[config.mk]
export PLATFORM = sky130hd
export DESIGN_NAME = fetch_sequencer
export DESIGN_NICKNAME = d
export VERILOG_FILES = /design/src/rtl/fetch_pkg.sv /design/src/rtl/fetch_sequencer.sv
export SDC_FILE = /design/constraint.sdc
export NUM_CORES = 1
export LEC_CHECK = 0
export ABC_AREA = 1
export CORE_UTILIZATION = 45
export DETAILED_ROUTE_END_ITERATION = 12
export PLACE_DENSITY = 0.92
export SETUP_SLACK_MARGIN = 0.05
export SLEW_MARGIN = 20
export SYNTH_ARGS = -nofsm -noshare
export SYNTH_HDL_FRONTEND = slang
export SYNTH_SLANG_ARGS = --single-unit
[constraint.sdc]
create_clock -name clk -period 4.2 [get_ports clk]
set_clock_uncertainty 0.1 [all_clocks]
set_input_delay 0.84 -clock clk [delete_from_list [all_inputs] [get_ports clk]]
set_output_delay 0.84 -clock clk [all_outputs]
set_load 0.05 [all_outputs]
[src/rtl/fetch_pkg.sv]
// fetch_pkg: shared state encoding, defaults and address helper for the fetch sequencer.
package fetch_pkg;
    typedef enum logic [2:0] {FETCH, WAIT, HOLD, DRAIN, HALTED} fetch_state_t;
    localparam logic [31:0] PC_INC_DEFAULT   = 32'd4;
    localparam logic [31:0] RESET_PC_DEFAULT = 32'h0000_0000;
    function automatic logic is_word_aligned(input logic [31:0] addr);
        return (addr & 32'h3) == 32'h0;
    endfunction
endpackage

[src/rtl/fetch_sequencer.sv]
// fetch_sequencer: owns the fetch PC, runs the imem req/ready/rvalid handshake and
// holds one fetched instruction for downstream, with redirect, halt and misalign handling.
module fetch_sequencer
    import fetch_pkg::*;
#(
    parameter logic [31:0] RESET_PC = RESET_PC_DEFAULT,
    parameter logic [31:0] PC_INC   = PC_INC_DEFAULT
) (
    input  logic        clk,
    input  logic        reset,
    output logic        imem_req,
    output logic [31:0] imem_addr,
    input  logic        imem_ready,
    input  logic        imem_rvalid,
    input  logic [31:0] imem_rdata,
    output logic        instr_valid,
    output logic [31:0] instr,
    output logic [31:0] instr_pc,
    input  logic        instr_accept,
    input  logic        redirect_valid,
    input  logic [31:0] redirect_pc,
    input  logic        halt,
    output logic [31:0] pc_out,
    output logic        halted,
    output logic        misalign_err
);
    fetch_state_t r_state, w_state_n;
    logic [31:0] r_pc, w_pc_n, r_instr, r_instr_pc;
    logic r_instr_valid, w_valid_n, r_misalign, r_drain_halt, w_drain_halt_n, w_latch, w_mis, w_load;

    assign w_mis  = redirect_valid && !is_word_aligned(redirect_pc);
    // A halted sequencer only honours redirects once halt has dropped
    assign w_load = redirect_valid && !w_mis && !(r_state == HALTED && halt);

    assign imem_req     = (r_state == FETCH) && !halt && !redirect_valid;
    assign imem_addr    = r_pc;
    assign pc_out       = r_pc;
    assign instr_valid  = r_instr_valid;
    assign instr        = r_instr;
    assign instr_pc     = r_instr_pc;
    assign halted       = (r_state == HALTED);
    assign misalign_err = r_misalign;

    always_comb begin
        w_state_n      = r_state;
        w_pc_n         = w_load ? redirect_pc : r_pc;
        w_valid_n      = r_instr_valid && !redirect_valid;
        w_latch        = 1'b0;
        w_drain_halt_n = r_drain_halt;
        case (r_state)
            FETCH:  w_state_n = w_mis ? HALTED : redirect_valid ? FETCH : halt ? HALTED : imem_ready ? WAIT : FETCH;
            WAIT: begin
                if (redirect_valid) begin
                    w_state_n      = DRAIN;
                    w_drain_halt_n = w_mis;
                end else if (imem_rvalid) begin
                    w_state_n = HOLD;
                    w_latch   = 1'b1;
                    w_valid_n = 1'b1;
                end
            end
            HOLD: begin
                if (redirect_valid) begin
                    w_state_n = w_mis ? HALTED : FETCH;
                end else if (instr_accept) begin
                    w_state_n = FETCH;
                    w_valid_n = 1'b0;
                    w_pc_n    = r_pc + PC_INC;
                end
            end
            DRAIN: begin
                // The one outstanding response is swallowed; a misaligned redirect seen
                // while draining parks the sequencer in HALTED afterwards
                w_drain_halt_n = r_drain_halt || w_mis;
                if (imem_rvalid) begin
                    w_state_n      = (r_drain_halt || w_mis) ? HALTED : FETCH;
                    w_drain_halt_n = 1'b0;
                end
            end
            HALTED: w_state_n = w_load ? FETCH : HALTED;
            default: w_state_n = FETCH;
        endcase
    end

    always_ff @(posedge clk or posedge reset) begin
        if (reset) begin
            r_state       <= FETCH;
            r_pc          <= RESET_PC;
            r_instr_valid <= 1'b0;
            r_instr       <= 32'h0;
            r_instr_pc    <= 32'h0;
            r_misalign    <= 1'b0;
            r_drain_halt  <= 1'b0;
        end else begin
            r_state       <= w_state_n;
            r_pc          <= w_pc_n;
            r_instr_valid <= w_valid_n;
            r_misalign    <= r_misalign || w_mis;
            r_drain_halt  <= w_drain_halt_n;
            if (w_latch) begin
                r_instr    <= imem_rdata;
                r_instr_pc <= r_pc;
            end
        end
    end
endmodule

Yosys cells after proc, flatten, opt, wreduce, memory -nomap -nowiden
Cells that the tools add are included.
- bits in registers: 102
- latch bits: 0
- memory bits (writable): 0
- memory bits (read-only): 0
- input bits: 71
- output and inout port bits: 132
- logic and storage cells: 63
- memories: 0
- $add $sub $neg: 1
- multiply operators: 0
- div/mod/pow operators: 0
- order comparisons: 0
- eq/ne operators: 8
- shift operators: 0
- multiplexer cells: 28
- bitwise operators: 0
- reduce and logical (&&, ||, !) cells: 19
- operators by type and width (kind ; count):
    32-bit 2-to-1 mux ; 4
    3-bit 2-to-1 mux ; 11
    32-bit by 3-bit adder with 32-bit output (second input constant) ; 1
    32-bit logical NOT ; 1
    3-bit case mux with 5 select lines ; 1
    1-bit 2-to-1 mux ; 10
    1-bit logical AND ; 7
    3-bit by 2-bit == test with 1-bit output (second input constant) ; 2
    3-bit inequality test (second input constant) ; 2
    1-bit logical NOT ; 5
    2-bit inequality test (second input constant) ; 2
    1-bit case mux with 2 select lines ; 2
    3-bit by 1-bit == test with 1-bit output (second input constant) ; 1
    3-bit == test (second input constant) ; 1
    3-bit logical NOT ; 1
    3-bit AND reduction ; 1
    1-bit logical OR ; 2
    2-bit AND reduction ; 1
    2-bit nonzero test ; 1

Depth between registers and ports, before layout
- depth after elaboration: 10
- gate-level depth with buffers: 10

Least setup slack after synthesis
OpenSTA, ideal clock, no wires.
- path kind: input -> output
- from: input port halt
- to: output port imem_req
- arrival time: 1986 ps
- path slack: 1274 ps
- stages: 1
- path buffers: 0
- path through: nor3_1
- word-level cells in the longest chain between the ends: 3
- RTL lines (element ; line ; source):
    start: declaration ; fetch_sequencer.sv:22 ; input logic halt,
    1-bit logical NOT ; fetch_sequencer.sv:35 ; assign imem_req = (r_state == FETCH) && !halt && !redirect_valid;
    1-bit logical AND (2 in a row) ; fetch_sequencer.sv:35 ;
    end: declaration ; fetch_sequencer.sv:11 ; output logic imem_req,
No other way between the ends.

Worst setup path after layout
- from: input port redirect_valid
- to: output port imem_req
- word-level cells in the longest chain between the ends: 2
- RTL lines (element ; line ; source):
    start: declaration ; fetch_sequencer.sv:20 ; input logic redirect_valid,
    1-bit logical NOT ; fetch_sequencer.sv:35 ;
    1-bit logical AND ; fetch_sequencer.sv:35 ;
No other way between the ends.

==> metrics.md <==
| Metric | Value |
|---|---|
| Status | completed |
| Max rail drop VDD | 0.000526 V |
| Hold Path Class | flip-flop to flip-flop |
| DR vias | 5,202 |
| ANT nets after route | 0 |
| Initial antenna violation count | 0 |
| Cell taking the most area after synthesis | dfrtp_1 |
| Clock latency on the worst-skew pair | 0.34 ns |
| CTS Hold Bufs | 0 |
| CTS buffer count | 9 |
| Routed length on met3 | 954 um |
| Gate Count Post-Synth | 706 |
| Post-Synth XOR/XNOR Area | 0.00657 |
| Inst Count DP | 1,000 |
| Pin count of the biggest net entering global routing | 65 |
| Crit path top cell by count | clkdlybuf4s50_1 |
| Fmax | 289 MHz |
| TritonCTS clock tree | yes |
| Fin. Hold Viols | 0 |
| Worst-path cell chain | clkdlybuf4s50_1 -> nor3_1 -> clkdlybuf4s50_1 |
| Synthesis Warnings | 0 |
| Post-synthesis sequential area ratio | 0.478 |
| Top Family by Delay on Critical Path | buffers and inverters |
| Die width | 111 um |
| Max_cap viols | 0 |
| DR WL/cell | 15.1 um |
| Mapped cell area | 5340 um2 |
| RSZ-0062 raised after global routing | no |
| Root Buffer | clkbuf_16 |
| Placed cell area | around 7200 um2 |
| CP Capture Type | primary output |
| Mean post-synth cell area | 7.56 um2 |
| Worst slack, placed | about 0.74 ns |
| Leakage | roughly 3.4 nW |
| Proportion of layout cells with a drive suffix above 1 | 0.0447 |
| IO Pins | 203 |
| Mux contribution to synthesized area | 0 |
| Critical path class | input port to primary output |
| Final net count | 940 |
| Pwr Density | 730 nW/um2 |
| Worst slew margin | 0.450 |
| Sink Count | between 100 and 150 |
| Slew @ Worst Pin | just over 0.8 ns |
| Initial Util | 0.465 |
| Area of the core | 11,500 um2 |
| Final GP Congestion | 0.931 |
| Setup violations, final | 0 |
| Fin cells | 1,016 |
| IO Port Bufs | 202 |
| Layout area overhead | 40.5% |
| Row count | 39 |
| Synth cell types | 39 |
| First-pass GRT wire length | between 20 and 30 mm |
| Post-layout util | 0.653 |
| #FFs+latches synth | 102 |
| Startpoint Class | input port |
| Crit path DAT | 2.52 ns |
| Setup_tns | 0 ns |
| WP buf/inv | 2 |
| Dominant cells by area after synthesis | dfrtp_1 (48%), nand2_1 (18%), buf_4 (4.8%) |
| Main combinational cell family by area after synthesis | simple AND/OR/NAND/NOR gates |
| Setup ws final | between 0.7 and 0.8 ns |
| Overall routed net length | 15.3 mm |
| DRC | 0 |
| Metal2 WL | 7.58 mm |
| Post-synthesis compound-gate area fraction | 0.106 |
| H-tree depth | 3 |
| Clk buf depth | 2 |
| Top Metal Used | met4 |
| Share of the synthesized area in the top cell type | 0.478 |
| Post-Synth Simple-Gate Area | 0.284 |
| Final period util | 0.825 |
| Iteration-0 DRC Markers | 465 |
| Setup bufs post-CTS | 0 |
| CP Max Fanout | 7 |
| Total congestion overflow | 0 |
| Detailed Place HPWL | between 10 and 15 mm |
| Die area | between 10,000 and 15,000 um2 |
| Vias in the first global route | 4,937 |
| Fill count | 965 |
| CP peak stage delay | 0.85 ns |
| Pins Over Slew Limit | 0 |
| Via/cell ratio | 5.12 |
| Minimum clock period | roughly 3.5 ns |
| Clock transition at path regs | about 0.070 ns |
| Cell area after layout | approximately 7500 um2 |
| Syn Nets | 778 |
| Tot Pwr | 5.47 mW |
| CP max-delay cell | clkdlybuf4s50_1 |
| Tot GR Track Use | 0.255 |
| Post-Synth Adder-Cell Area | 0.00235 |
| Worst EP required | 3.26 ns |
| Chip Height | 111 um |
| Routed met1 length | 6.39 mm |
| CTS resizes | 0 |
| WHS | 0.371 ns |
| First-pass DRT Iterations | 5 |
| N_diodes | 0 |
==> cell usage after synthesis, drive strengths merged <==
cell and n:
nand2 255, a22oi 1, a221oi 1, dfrtp 102, a31oi 1, buf 51, nor2 54, a21oi 17
o22ai 1, nand4 5, clkbuf 4, nor4 1, o21a 1, inv 70, or2 3, and2 1
xor2 4, ha 1, nor3 15, o31ai 1, nand3 30, o211ai 7, nand3b 2, clkinv 1
o21ai 77
==> placed cells by master, fill, tap and decap left out, drive strengths merged <==
cell           instances
a21oi                 17
nor2                  54
a22oi                  1
o21ai                 77
xor2                   4
nand3                 30
o31ai                  1
nor3                  15
o211ai                 7
nand4                  5
inv                   71
a31oi                  1
ha                     1
o21a                   1
clkinvlp               2
nand3b                 2
nor4                   1
clkinv                 4
and2                   1
clkdlybuf4s50        202
nand2                255
a221oi                 1
or2                    3
o22ai                  1
dfrtp                102
clkbuf                10
buf                    4
==> worst min-delay path, delay by kind of cell (launching register included) <==
family           cells  cell delay, ns
flip-flops           1            0.34
AND/OR/NAND/NOR      2            0.10
==> path summary, 6_finish.rpt <==
| kind | start | endpoint | slack [ns] | cells past startpoint |
|---|---|---|---|---|
| setup reg to reg | imem_addr[4]$_DFF_PP0_ | imem_addr[17]$_DFF_PP0_ | 2.11 | 7 |
| hold reg to reg | instr[24]$_DFFE_PP0P_ | instr[24]$_DFFE_PP0P_ | 0.37 | 2 |
| max in group asynchronous | reset | imem_addr[30]$_DFF_PP0_ | 2.38 | 3 |
| hold / removal | instr[24]$_DFFE_PP0P_ | instr[24]$_DFFE_PP0P_ | 0.37 | 2 |
| setup / recovery | redirect_valid | imem_req | 0.74 | 3 |
| min in group asynchronous | reset | instr[4]$_DFFE_PP0P_ | 0.92 | 2 |
==> routing by layer <==
layer / GRT usage / up-vias
li1: - / 2534
met1: 0.329 / 2427
met2: 0.426 / 213
met3: 0.0426 / 28
met4: 0.105 / 0
met5: 0 / -
==> registers in the layout, indices dropped and copies added, names as in the netlist <==
register / flops
instr_valid: 1
r_state: 3
instr_pc: 32
r_drain_halt: 1
instr: 32
imem_addr: 32
misalign_err: 1
==> logic make-up after synthesis <==
logic type	count (synthesis)
adders and majority gates	1
and+or+nand+nor	366
DFF	102
xor gates and xnor gates	4
buffers and inverters	126
AOI/OAI and AO/OA	107
==> area by class of cell <==
cell class | instances | area (um2) | share of cell area
clock buffer | 10 | 239 | 0.0319
clock inverter | 6 | 46.3 | 0.00618
inverter | 71 | 273 | 0.0364
multi-input combinational | 478 | 2130 | 0.284
sequential | 102 | 2550 | 0.341
tap | 143 | 179 | 0.0239
timing repair buffer | 206 | 2080 | 0.277
==> power breakdown <==
group	leakage, nW	internal (mW)	switching (mW)
combinational	1.99	0.968	2.11
sequential	1.30	1.27	0.321
clock	0.135	0.422	0.375
total	3.43	2.66	2.80
No activity file was read; power rests on OpenSTA's default activity.
